--- config.mk ---
export PLATFORM = sky130hd
export DESIGN_NAME = gerador_sequencia
export DESIGN_NICKNAME = d
export VERILOG_FILES = /design/src/rtl/gerador_sequencia.sv
export SDC_FILE = /design/constraint.sdc
export NUM_CORES = 1
export LEC_CHECK = 0
export CORE_ASPECT_RATIO = 1.2
export CORE_UTILIZATION = 39
export DETAILED_ROUTE_END_ITERATION = 8
export MAX_ROUTING_LAYER = met4
export PLACE_DENSITY = 0.64
export SLEW_MARGIN = 20
export SYNTH_ARGS = -nofsm -noshare
export SYNTH_HDL_FRONTEND = slang
export SYNTH_SLANG_ARGS = --single-unit
export TNS_END_PERCENT = 5
--- constraint.sdc ---
create_clock -name clk -period 1.55 [get_ports clk]
set_clock_uncertainty 0.15 [all_clocks]
set_input_delay 0.31 -clock clk [delete_from_list [all_inputs] [get_ports clk]]
set_output_delay 0.31 -clock clk [all_outputs]
set_load 0.02 [all_outputs]
--- src/rtl/gerador_sequencia.sv ---
// rtl/gerador_sequencia.sv - serializes an 8-bit word MSB first, repeated back to back
// The bit register is loaded on the same edge that accepts start, so data leads the state by no cycle.
module gerador_sequencia #(
    parameter int REP_BITS = 4
) (
    input  logic                clk,
    input  logic                rst,
    input  logic                setar_palavra,
    input  logic [7:0]          palavra,
    input  logic                start,
    input  logic [REP_BITS-1:0] repeticoes,
    input  logic                pausa,
    input  logic                cancelar,
    output logic                bit_out,
    output logic                bit_valido,
    output logic                ocupado,
    output logic                concluido
);

    typedef enum logic [1:0] {OCIOSO, ENVIANDO, FIM} estado_t;

    estado_t             estado, prox_estado;
    logic [7:0]          palavra_reg, palavra_d;
    logic [2:0]          indice, indice_d;
    logic [REP_BITS-1:0] restantes, restantes_d;
    logic                bit_out_d, bit_valido_d, ocupado_d, concluido_d;

    always_ff @(posedge clk or posedge rst) begin
        if (rst) begin
            estado <= OCIOSO;
        end else begin
            estado <= prox_estado;
        end
    end

    // restantes reaches zero only after bit 0 of the last copy has been sent
    always_comb begin
        prox_estado = estado;
        case (estado)
            OCIOSO: begin
                if (!setar_palavra && start) begin
                    prox_estado = ENVIANDO;
                end
            end
            ENVIANDO: begin
                if (cancelar) begin
                    prox_estado = OCIOSO;
                end else if (restantes == '0) begin
                    prox_estado = FIM;
                end
            end
            default: prox_estado = OCIOSO;
        endcase
    end

    always_comb begin
        palavra_d    = palavra_reg;
        indice_d     = indice;
        restantes_d  = restantes;
        bit_out_d    = bit_out;
        bit_valido_d = 1'b0;
        ocupado_d    = (prox_estado == ENVIANDO);
        concluido_d  = (prox_estado == FIM);
        case (estado)
            OCIOSO: begin
                if (setar_palavra) begin
                    palavra_d = palavra;
                end else if (start) begin
                    bit_out_d    = palavra_reg[7];
                    bit_valido_d = 1'b1;
                    indice_d     = 3'd6;
                    restantes_d  = (repeticoes == '0) ? REP_BITS'(1) : repeticoes;
                end
            end
            ENVIANDO: begin
                if (!cancelar && !pausa && restantes != '0) begin
                    bit_out_d    = palavra_reg[indice];
                    bit_valido_d = 1'b1;
                    indice_d     = indice - 3'd1;
                    if (indice == 3'd0) begin
                        restantes_d = restantes - REP_BITS'(1);
                    end
                end
            end
            default: ;
        endcase
    end

    always_ff @(posedge clk or posedge rst) begin
        if (rst) begin
            palavra_reg <= 8'h00;
            indice      <= 3'd7;
            restantes   <= '0;
            bit_out     <= 1'b0;
            bit_valido  <= 1'b0;
            ocupado     <= 1'b0;
            concluido   <= 1'b0;
        end else begin
            palavra_reg <= palavra_d;
            indice      <= indice_d;
            restantes   <= restantes_d;
            bit_out     <= bit_out_d;
            bit_valido  <= bit_valido_d;
            ocupado     <= ocupado_d;
            concluido   <= concluido_d;
        end
    end

endmodule

==> After elaboration in Yosys (flattened, before gate mapping) <==
Index checks and enable logic that the tools add are counted.
{ "op_classes": {"add_sub_neg": 2, "n_reduce_logical": 15, "eq_ne": 7, "n_lt_le_gt_ge": 1, "mux": 24} }
{ "ops": {"columns": ["cell", "count"], "rows": [
  ["2-to-1 mux 4 bit", 5],
  ["2-to-1 mux 3 bit", 3],
  ["logical NOT 4 bit", 2],
  ["!= test 2 bit, second input constant", 4],
  ["case mux 4 bit (2 select lines)", 1],
  ["2-to-1 mux 1 bit", 7],
  ["2-to-1 mux 2 bit", 3],
  ["case mux 3 bit (2 select lines)", 1],
  ["AND reduction 5 bit", 1],
  ["equality test 2 x 1 -> 1 bit, second input constant", 2],
  ["< comparator 3 x 4 -> 1 bit, second input constant", 1],
  ["case mux 1 bit (2 select lines)", 2],
  ["case mux 2 bit (2 select lines)", 1],
  ["AND reduction 4 bit", 1],
  ["nonzero test 4 bit", 1],
  ["subtractor 4 x 1 -> 4 bit, second input constant", 1],
  ["binary-select mux 1 bit (select 3 bit)", 1],
  ["logical AND 1 bit", 3],
  ["logical NOT 1 bit", 3],
  ["logical NOT 3 bit", 1],
  ["subtractor 3 x 1 -> 3 bit, second input constant", 1],
  ["equality test 2 bit, second input constant", 1],
  ["logical NOT 2 bit", 1],
  ["AND reduction 2 bit", 1],
  ["nonzero test 2 bit", 1]
]} }
{ "totals": {"regBits": 21, "out_inout_bits": 4, "input_bits": 18, "elab_cells": 57} }

==> Longest topological paths before layout <==
Gate-level depths: netlist of run 1.
{ "depth": {"depth_word": 5, "mapped_depth": 7, "mapped_depth_nobuf": 6} }

==> Worst setup path before layout of run 1 <==
OpenSTA, ideal clock, no wires.
{ "synth_path": {"path_kind": "register -> register", "startpoint": "register restantes[0]", "endpoint": "register restantes[3]", "t_required_ps": 1274, "path_stages_with_launch": 8, "setup_slack_ps": -127, "setup_ps": 126, "period_less_slack_ps": 1677, "arrival_ps": 1401, "n_path_buf": 1, "path_cell_list": "dfrtp_1 > inv_1 > ha_1 > or3b_1 > buf_2 > a21oi_4 > nor3_2 > a2bb2oi_1"} }
{ "synth_via": {"elab_chain_cells": 4, "elab_cells_between_ends": 8, "classes_between": "add/sub (1); eq/ne (1); mux (3); reduce/logical (3)"} }
{ "synth_rtl": {"columns": ["element", "line_no", "rtl"], "rows": [
  ["from (decl)", "25", "logic [REP_BITS-1:0] restantes, restantes_d;"],
  ["from (signal assigned)", "101", "restantes <= restantes_d;"],
  ["subtractor 4 x 1 -> 4 bit or nonzero test 4 bit (tied branches)", "81, 76", null],
  ["2-to-1 mux 4 bit or logical AND 1 bit (tied branches)", "80, 76", null],
  ["2-to-1 mux 4 bit or != test 2 bit (tied branches)", null, null],
  ["case mux 4 bit (2 select lines) or AND reduction 5 bit (tied branches)", null, null]
]} }
Parallel ways exist; a longest one is shown, timed or not. The select of a mux whose other input is x is not followed.
A chain may end at the register's enable or synchronous reset.

==> Worst setup path after layout of run 1 <==
{ "layout_path": {"startpoint": "register restantes[0]", "endpoint": "register restantes[1]"} }
The elaborated chain is that of the path after synthesis.

==> results of run 1 <==
[layout make-up]
| class | instances | area [sq um] | share of cell area (%) |
|---|---|---|---|
| Timing Repair Buffer | 44 | 394.1 | 24.57 |
| Clock buffer | 3 | 22.52 | 1.404 |
| Tap cell | 33 | 41.29 | 2.574 |
| Multi-Input combinational cell | 61 | 588.1 | 36.66 |
| Sequential cell | 21 | 530.5 | 33.07 |
| Clock inverter | 1 | 5.005 | 0.3120 |
| Inverter | 6 | 22.52 | 1.404 |
[per-stage QoR]
stage          hold slack, ps  cell area (sq um)
5_1_grt                 62.79               1604
2_1_floorplan           134.3               1082
4_1_cts                 58.45               1521
3_5_place_dp            343.6               1483
3_3_place_gp            339.0               1483
6_report                54.55               1604
[cell families after synthesis]
| family | after synthesis |
|---|---|
| adder cells (fa/ha/maj) | 3 |
| AND/OR/NAND/NOR | 29 |
| multiplexers | 12 |
| XOR/XNOR | 1 |
| AO/OA/AOI/OAI | 16 |
| buffers and inverters | 9 |
| flip-flops | 21 |
[placed cells by master, fill, tap and decap left out, drive strengths merged]
cell           Yosys  final
nor3b              1      1
or4b               1      1
a2bb2oi            1      1
a31oi              1      1
or3b               1      1
o22ai              1      1
nor2               5      5
buf                3     23
mux2i              2      2
mux4               2      2
clkinv             0      1
ha                 3      3
nand3              4      4
dlygate4sd2        0      4
nand2b             1      1
xnor2              1      1
nor2b              1      1
dfrtp             18     18
clkbuf             0      3
mux2               8      8
o211ai             1      1
dfstp              3      3
nor4b              2      2
clkdlybuf4s50      0     17
a21oi              4      4
and4b              1      1
o21ai              7      7
inv                6      6
nor3               5      5
o21a               1      1
nand2              7      7
[path summary, 6_finish.rpt]
kind / start / endpoint / slack, ps / cells past startpoint
worst min register to register: palavra_reg[2]$_DFFE_PP0P_ / palavra_reg[2]$_DFFE_PP0P_ / 370 / 1
min in group clk: palavra_reg[2]$_DFFE_PP0P_ / palavra_reg[2]$_DFFE_PP0P_ / 370 / 1
max in group asynchronous: rst / estado[0]$_DFF_PP0_ / 790 / 3
worst min-delay path: rst / bit_out$_DFFE_PP0P_ / 50 / 2
worst max-delay path: restantes[0]$_DFFE_PP0P_ / restantes[1]$_DFFE_PP0P_ / -170 / 6
worst max register to register: restantes[0]$_DFFE_PP0P_ / restantes[1]$_DFFE_PP0P_ / -170 / 6
[power by group]
part	internal, W	switching (W)	leakage [nW]
combinational	0.000595	0.000448	0.431
sequential	0.000732	0.000122	0.250
clock	0.0000966	0.000172	0.0177
total	0.00142	0.000743	0.698
[per-layer routing]
layer | share of wire (%) | global-route usage, % | routed length (microns)
met1 | 43 | 21.70 | 1003
met5 | 0 | - | 0
met3 | 1.7 | 1.538 | 40
met4 | 2.5 | 8.980 | 59
met2 | 53 | 30.89 | 1252
[critical path: stages (launching register included)]
cell	delay [ps]
dfrtp_1	410
inv_2	80
ha_4	120
or3b_4	420
a21oi_4	210
nor2_4	60
mux2i_1	180
[repair_timing]
item / in CTS / in global routing
gates resized for setup: 7 / 16
buffers inserted: 0 / 2
endpoints found under the setup margin: 17 / 18
pin swaps: 0 / 6
==> metrics.md, run 1 <==
| Metric | Value |
|---|---|
| Failing checks | negative setup slack |
| Final #Nets | 158 |
| Largest net degree at the start of global routing | 13 |
| Gpl congestion | 0.7945 |
| Post-Route WL | 2.356 mm |
| Post-synthesis compound-gate area fraction | 10.12% |
| Power, Total | 0.002166 W |
| Critical path capture point type | flop |
| Status | complete, but fails checks |
| CTS sink cnt | 21 |
| Largest fanout on the critical path | 4 |
| Post-route DRC | 0 |
| Worst slack at placement | -365.6 ps |
| Routed vias | 865 |
| Final Hold Viols | 0 |
| Initial antenna violation count | 0 |
| Detail Placement HPWL | 1.790 mm |
| Total Neg Setup Slack | -721.2 ps |
| CTS tree | done |
| CP arrival | 1800 ps |
| Async set or reset register ratio after synthesis | 100.0% |
| Seq/Total Area, Yosys | 49.19% |
| Total global routing overflow | 0 |
| Clock Pin Slew Worst Setup and Hold Paths | 120 ps |
| Fill cells | 218 |
| Average cell area after synthesis | 11.82 sq um |
| Post-synth EDFFs | 0 |
| Worst endpoint required time | 1630 ps |
| Element type at the critical path start | flop |
| Dpl cells | 163 |
| Iteration-0 DRC Markers | 15 |
| First-pass GRT wire length | 3.836 mm |
| Syn_nets | 112 |
| H-tree Lvls | 1 |
| Synth top area cells | dfrtp_1 42%, mux2_2 8.4%, dfstp_2 7.3% |
| Period utilisation layout | 110.8% |
| Critical path type | flop to flop |
| Largest register FFs | 8 |
| Slew margin rel. | 76.22% |
| DRT antenna net count | 0 |
| Port bufs | 21 |
| Vias per cell | 5.118 |
| Area Growth Syn to Fin | 49.07% |
| Largest area contributor in the netlist | dfrtp_1 |
| Synth Area in Simple Gates | 18.49% |
| Core footprint | 2577 sq um |
| Fin. max-slew vios | 0 |
| Die ar. | 2974 sq um |
| Xor/xnor share of the synthesized area | 0.8140% |
| Post-layout util | 62.23% |
| Cell with the most instances after synthesis | dfrtp_1 |
| Yosys warns | 0 |
| Top cell type's share of synthesized area | 41.86% |
| Slew @ Worst Pin | 355.2 ps |
| Largest family of logic cells by synthesized area | simple AND/OR/NAND/NOR gates |
| Site row count | 20 |
| Worst VDD drop | 0.8187 mV |
| Synthesized flop and latch total | 21 |
| Starting density of the core | 41.75% |
| Worst-Skew Late Latency | 310 ps |
| RSZ-0062 raised after global routing | true |
| PnR worst setup slack | -167.9 ps |
| Die height | 59.54 microns |
| I/O pin cnt | 22 |
| Non-Filler Instances | 169 |
| Final setup vio count | 10 |
| Hold Crit Class | input port to asynchronous set/reset pin |
| Cts hold-fix bufs | 0 |
| Commonest cells in the netlist | 18 x dfrtp_1, 8 x mux2_2, 6 x inv_1, 6 x nand2_1, 5 x o21ai_0 |
| GRT Util Overall | 18.18% |
| Post-synthesis mux area share | 14.42% |
| WL/cell | 13.94 microns |
| Leakage | 0.6984 nW |
| Maximum root-to-sink buffer count | 2 |
| Synth Instances | 91 |
| Adder-cell area share of the yosys netlist | 3.488% |
| Fin crit period | 1718 ps |
| Die X-Extent | 49.95 microns |
| PD cells | 1350 nW/um^2 |
| Highest Clock Rate | 582.1 MHz |
| Vias in the first global route | 879 |
| DR pass1 iterations | 4 |
| Root buffer cell | clkbuf_4 |
| Max Cap Violations | 0 |
| Cell area after synthesis | 1076 sq um |
| # diodes | 0 |
| Share of cells above drive strength 1 | 44.85% |
| Ys flop type | dfrtp_1 |
| Num CTS Buffers | 3 |
| Count of cell types in the netlist | 33 |
No activity file was read; power rests on OpenSTA's default activity.
==> run 2, diff against run 1 <==
SETUP_SLACK_MARGIN = 0.15   (was default)
==> metrics.md, run 2 (synthesized netlist as in run 1, its figures left out) <==
| Metric | Value |
|---|---|
| Die X-Extent | 49.95 microns (unchanged) |
| WL/cell | 14.21 microns (+1.9%) |
| Worst VDD drop | 0.7639 mV (-6.7%) |
| Cell internal pwr | 0.001431 W (+0.52%) |
| CTS tree | done |
| H-tree Lvls | 1 (unchanged) |
| Post-Route WL | 2.416 mm (+2.5%) |
| Fin crit period | 1709 ps (-8.973 ps) |
| PnR worst setup slack | -159.0 ps (+8.973 ps) |
| I/O pin cnt | 22 (unchanged) |
| CTS sink cnt | 21 (unchanged) |
| Share of cells above drive strength 1 | 47.45% (+2.6 points) |
| Detail Placement HPWL | 1.790 mm (unchanged) |
| Vias in the first global route | 889 (+1.1%) |
| Root buffer cell | clkbuf_4 |
| Net Switching | 0.0007431 W (about the same) |
| Fin area | 1590 sq um (-0.86%) |
| Status | complete, but fails checks |
| Gpl congestion | 0.7945 (unchanged) |
| GRT Util Overall | 18.97% (+0.79 points) |
| Die height | 59.54 microns (unchanged) |
| Vias per cell | 5.188 (+1.4%) |
| Hold Crit Class | input port to asynchronous set/reset pin |
| Largest register FFs | 8 (unchanged) |
| Critical path type | flop to flop |
| Core footprint | 2577 sq um (unchanged) |
| Slew margin rel. | 75.66% (-0.56 points) |
| Clock Pin Slew Worst Setup and Hold Paths | 120 ps (about the same) |
| Worst-Skew Late Latency | 300 ps (about the same) |
| R2R depth | 6 (unchanged) |
| DRT antenna net count | 0 (unchanged) |
| Fin. max-slew vios | 0 (unchanged) |
| Comb power frac | 48.4% (+0.3 points) |
| Sequential fraction of design power | 39.4% (about the same) |
| Post-route DRC | 0 (unchanged) |
| Switching share of power | 34.18% (-0.10 points) |
| PD cells | 1367 nW/um^2 (+1.2%) |
| Num CTS Buffers | 3 (unchanged) |
| Final setup vio count | 12 (+2) |
| Final #Nets | 159 (+0.63%) |
| RSZ-0062 raised after global routing | true |
| Largest fanout on the critical path | 4 (unchanged) |
| # diodes | 0 (unchanged) |
| DR pass1 iterations | 4 (unchanged) |
| Site row count | 20 (unchanged) |
| Die ar. | 2974 sq um (unchanged) |
| Period utilisation layout | 110.3% (-0.58 points) |
| Post-layout util | 61.70% (-0.53 points) |
| Largest net degree at the start of global routing | 13 (unchanged) |
| Critical path capture point type | flop |
| Leading cell types in the layout, fill and taps excluded | 22 x buf_4, 17 x dfrtp_1, 17 x clkdlybuf4s50_1 |
| First-pass GRT wire length | 3.988 mm (+4.0%) |
| Total global routing overflow | 0 (unchanged) |
| Maximum root-to-sink buffer count | 2 (unchanged) |
| Clock power share | 12.2% (-0.2 points) |
| Power, Total | 0.002174 W (+0.37%) |
| Iteration-0 DRC Markers | 13 (-2) |
| Initial antenna violation count | 0 (unchanged) |
| Element type at the critical path start | flop |
| Max Cap Violations | 0 (unchanged) |
| Final Hold Viols | 0 (unchanged) |
| Failing checks | negative setup slack |
| Worst endpoint required time | 1630 ps (about the same) |
| Port bufs | 21 (unchanged) |
| Slew @ Worst Pin | 365.2 ps (+9.913 ps) |
| FF-to-FF setup slack | -160 ps (about the same) |
| Routed vias | 882 (+2.0%) |
| Most common cell after layout, fill and taps aside | buf_4 |
| CP arrival | 1790 ps (about the same) |
| Area Growth Syn to Fin | 47.79% |
| Leakage | 0.6926 nW (-0.83%) |
| Starting density of the core | 41.75% (unchanged) |
| Highest Clock Rate | 585.2 MHz (+0.52%) |
| Dpl cell area | 1483 sq um (unchanged) |
[run 2: cell types whose count changed in the layout (fill, tap and decap cells not counted)]
cell	before	now
buf_2	0	4
dlygate4sd2_1	4	0
buf_4	21	22
nand2_1	5	6
nand2_2	1	0
nor2b_1	1	0
nor2b_2	0	1
o22ai_1	0	1
o22ai_2	1	0
[run 2: per-stage QoR]
stage / TNS (ps) / cells / hold WS (ps) / setup slack, ps
global route: -1822 / 170 / 64.82 / -207.0
detailed placement: -5638 / 163 / 343.6 / -365.6
floorplan: -413.8 / 91 / 134.3 / -122.0
finish: -734.9 / 170 / 61.31 / -159.0
global placement: -5203 / 163 / 339.0 / -319.5
CTS: -666.8 / 168 / 58.45 / -152.1
[run 2: layer usage]
metal  part of all wire (%)  GRT usage (%)  vias to the layer above
met3                    2.0          1.538                        8
li1                       -              -                      420
met1                     41          22.19                      436
met2                     54          33.01                       18
met4                    2.9          8.980                        0
met5                      0              -                        -
[run 2: worst paths after layout]
check / end / from
min in group clk: palavra_reg[2]$_DFFE_PP0P_ / palavra_reg[2]$_DFFE_PP0P_
worst min register to register: palavra_reg[2]$_DFFE_PP0P_ / palavra_reg[2]$_DFFE_PP0P_
worst max register to register: restantes[1]$_DFFE_PP0P_ / restantes[1]$_DFFE_PP0P_
worst min-delay path: bit_out$_DFFE_PP0P_ / rst
worst max-delay path: restantes[1]$_DFFE_PP0P_ / restantes[1]$_DFFE_PP0P_
max in group asynchronous: estado[0]$_DFF_PP0_ / rst
[run 2: final cells by class]
| cell class | count | area (sq um) |
|---|---|---|
| clock buffers | 3 | 22.52 |
| clock inverters | 1 | 5.005 |
| fillers | 217 | 987.2 |
| inverters | 6 | 22.52 |
| multi-input cells | 61 | 581.8 |
| flip-flops and latches | 21 | 530.5 |
| well taps | 33 | 41.29 |
| repair buffers | 45 | 386.6 |
[run 2: repair_timing]
action	in CTS	in global routing
hold buffers	0	0
resized for setup	25	9
buffers inserted	1	2
cloned	0	0
pin swaps	3	3
setup endpoints to repair	25	23
[run 2: worst max-delay path: stages (launching register included)]
cell	delay, ps
dfrtp_1	400
inv_2	80
ha_4	130
or3b_4	420
a21oi_4	200
nor2_4	60
mux2i_1	180
[run 2: power by group through the flow]
stage / clock network (W) / registers, W / logic [W]
final: 0.000266 / 0.000856 / 0.00105
after global routing: 0.000297 / 0.000880 / 0.00114
after CTS: 0.000277 / 0.000852 / 0.000975
after detailed placement: 0 / 0.000857 / 0.000903
after global placement: 0 / 0.000853 / 0.000871
after floorplan: 0 / 0.000866 / 0.000471
==> run 3, diff against run 2 <==
CORE_MARGIN = 3   (was default)
==> metrics.md, run 3 (synthesized netlist as in run 1, its figures left out) <==
| Metric | Value |
|---|---|
| Maximum root-to-sink buffer count | 2 (unchanged) |
| Cell internal pwr | 0.001493 W (+4.4%) |
| Leading cell types in the layout, fill and taps excluded | 25 x buf_4, 17 x dfrtp_1, 17 x clkdlybuf4s50_1 |
| Vias per cell | 5.126 (-1.2%) |
| Area Growth Syn to Fin | 52.21% |
| Switching share of power | 33.69% (-0.49 points) |
| Fin area | 1638 sq um (+3.0%) |
| Total Neg Setup Slack | -1102 ps (-367.2 ps) |
| Clock power share | 11.7% (-0.5 points) |
| Site row count | 20 (unchanged) |
| Slew @ Worst Pin | 367.7 ps (+2.508 ps) |
| Largest register FFs | 8 (unchanged) |
| Total global routing overflow | 0 (unchanged) |
| Highest Clock Rate | 586.3 MHz (+0.20%) |
| Worst-Skew Late Latency | 300 ps (about the same) |
| GRT Util Overall | 16.51% (-2.5 points) |
| Fin. max-slew vios | 0 (unchanged) |
| Dpl cell area | 1498 sq um (+1.0%) |
| Critical path capture point type | flop |
| CTS tree | done |
| Core footprint | 2577 sq um (unchanged) |
| Fin crit period | 1706 ps (-3.425 ps) |
| Hold Crit Class | input port to asynchronous set/reset pin |
| Sequential fraction of design power | 38.0% (-1.4 points) |
| CTS sink cnt | 21 (unchanged) |
| Worst endpoint required time | 1600 ps (-30 ps) |
| Fill cells | 184 (-15%) |
| Element type at the critical path start | flop |
| Clock Pin Slew Worst Setup and Hold Paths | 120 ps (about the same) |
| I/O pin cnt | 22 (unchanged) |
| Slowest-stage cell, CP | dfrtp_1 |
| DRT antenna net count | 0 (unchanged) |
| Detail Placement HPWL | 1.779 mm (-0.61%) |
| DR pass1 iterations | 4 (unchanged) |
| Max Cap Violations | 0 (unchanged) |
| Root buffer cell | clkbuf_4 |
| Slew margin rel. | 75.49% (-0.17 points) |
| Largest fanout on the critical path | 3 (-1) |
| Critical path type | flop to flop |
| Failing checks | negative setup slack |
| Most common cell after layout, fill and taps aside | buf_4 |
| Vias in the first global route | 960 (+8.0%) |
| Port bufs | 21 (unchanged) |
| Final Hold Viols | 0 (unchanged) |
| PD cells | 1375 nW/um^2 (+0.58%) |
| Die height | 63.54 microns (+6.7%) |
| Die X-Extent | 53.95 microns (+8.0%) |
| CP arrival | 1750 ps (-40 ps) |
| Seq. cell area | 530.5 sq um (unchanged) |
| Worst VDD drop | 0.7969 mV (+4.3%) |
| H-tree Lvls | 1 (unchanged) |
| CP bufs+invs | 1 (unchanged) |
| Crit-path max cell delay | 420 ps (about the same) |
| Final #Nets | 163 (+2.5%) |
| Num CTS Buffers | 3 (unchanged) |
| RSZ-0062 raised after global routing | true |
| Leakage | 0.7155 nW (+3.3%) |
| Final setup vio count | 13 (+1) |
| First-pass GRT wire length | 4.064 mm (+1.9%) |
| WL/cell | 14.14 microns (-0.48%) |
| Cell Chain, Critical Path | inv_2 > ha_4 > or3b_4 > a21oi_4 > nor3_2 > a2bb2oi_2 |
| Gpl congestion | 0.7841 (-1.3%) |
| Status | complete, but fails checks |
| # diodes | 0 (unchanged) |
| Crit path max-delay family | simple AND/OR/NAND/NOR gates |
| Multi-input logic area | 595.6 sq um (+2.4%) |
| Routed vias | 892 (+1.1%) |
| Post-route DRC | 0 (unchanged) |
| Comb power frac | 50.3% (+1.9 points) |
| Post-Route WL | 2.461 mm (+1.9%) |
| Die ar. | 3428 sq um (+15%) |
| PnR worst setup slack | -155.5 ps (+3.425 ps) |
| Largest net degree at the start of global routing | 13 (unchanged) |
| Initial antenna violation count | 0 (unchanged) |
| Net Switching | 0.0007587 W (+2.1%) |
| Share of cells above drive strength 1 | 50.35% (+2.9 points) |
| Starting density of the core | 41.75% (unchanged) |
| Iteration-0 DRC Markers | 44 (+31) |
| Period utilisation layout | 110.0% (-0.22 points) |
-- run 3: cell types whose count changed in the layout (fill, tap and decap cells not counted), sizes merged --
cell and delta:
buf +4
-- run 3: final cells by class --
type	count	area share, %
multi-input cells	61	36.36
flip-flops and latches	21	32.39
repair buffers	49	25.67
well taps	33	2.521
clock buffers	3	1.375
inverters	6	1.375
clock inverters	1	0.3056
-- run 3: timing repair --
| item | CTS | global route |
|---|---|---|
| pin swaps | 6 | 4 |
| gates resized for setup | 29 | 10 |
| hold buffers | 0 | 0 |
| setup endpoints to repair | 25 | 22 |
| buffers inserted | 3 | 2 |
-- run 3: power groups by stage --
stage                     combinational (W)  clock [W]  sequential, W
after floorplan                    0.000471          0       0.000866
after global placement             0.000900          0       0.000852
after detailed placement           0.000935          0       0.000857
after CTS                           0.00106   0.000272       0.000851
after global routing                0.00122   0.000295       0.000886
final                               0.00113   0.000263       0.000856
-- run 3: worst paths after layout --
| check | end | from | cells past startpoint | slack (ps) |
|---|---|---|---|---|
| min | bit_out$_DFFE_PP0P_ | rst | 2 | 70 |
| min reg2reg | palavra_reg[3]$_DFFE_PP0P_ | palavra_reg[3]$_DFFE_PP0P_ | 1 | 370 |
| max | restantes[3]$_DFFE_PP0P_ | restantes[1]$_DFFE_PP0P_ | 6 | -160 |
| max reg2reg | restantes[3]$_DFFE_PP0P_ | restantes[1]$_DFFE_PP0P_ | 6 | -160 |
| min in group clk | palavra_reg[3]$_DFFE_PP0P_ | palavra_reg[3]$_DFFE_PP0P_ | 1 | 370 |
| max in group asynchronous | estado[0]$_DFF_PP0_ | rst | 3 | 770 |
-- run 3: worst register-to-register path, cell delays in order (launching register included) --
cell       delay [ps]
dfrtp_1           420
inv_2              90
ha_4              140
or3b_4            420
a21oi_4           200
nor3_2             60
a2bb2oi_2         140
-- run 3: metrics by stage --
stage	hold WS [ps]	utilization (%)	worst slack, ps	std cells	total power [W]
5_1_grt	85.71	63.54	-194.2	174	0.002399
3_5_place_dp	349.4	58.11	-360.3	165	0.001792
2_1_floorplan	134.3	-	-122.0	91	0.001338
4_1_cts	71.82	61.84	-148.8	172	0.002185
6_report	66.26	63.54	-155.5	174	0.002252
3_3_place_gp	339.2	58.11	-328.7	165	0.001752
-- run 3: layer usage --
metal  vias to the layer above  GRT usage, %  part of all wire (%)
met5                         -             -                     0
met4                         0         7.348                   1.5
met3                         4         2.128                   2.4
met2                        15         27.12                    54
met1                       450         19.46                    42
li1                        423             -                     -
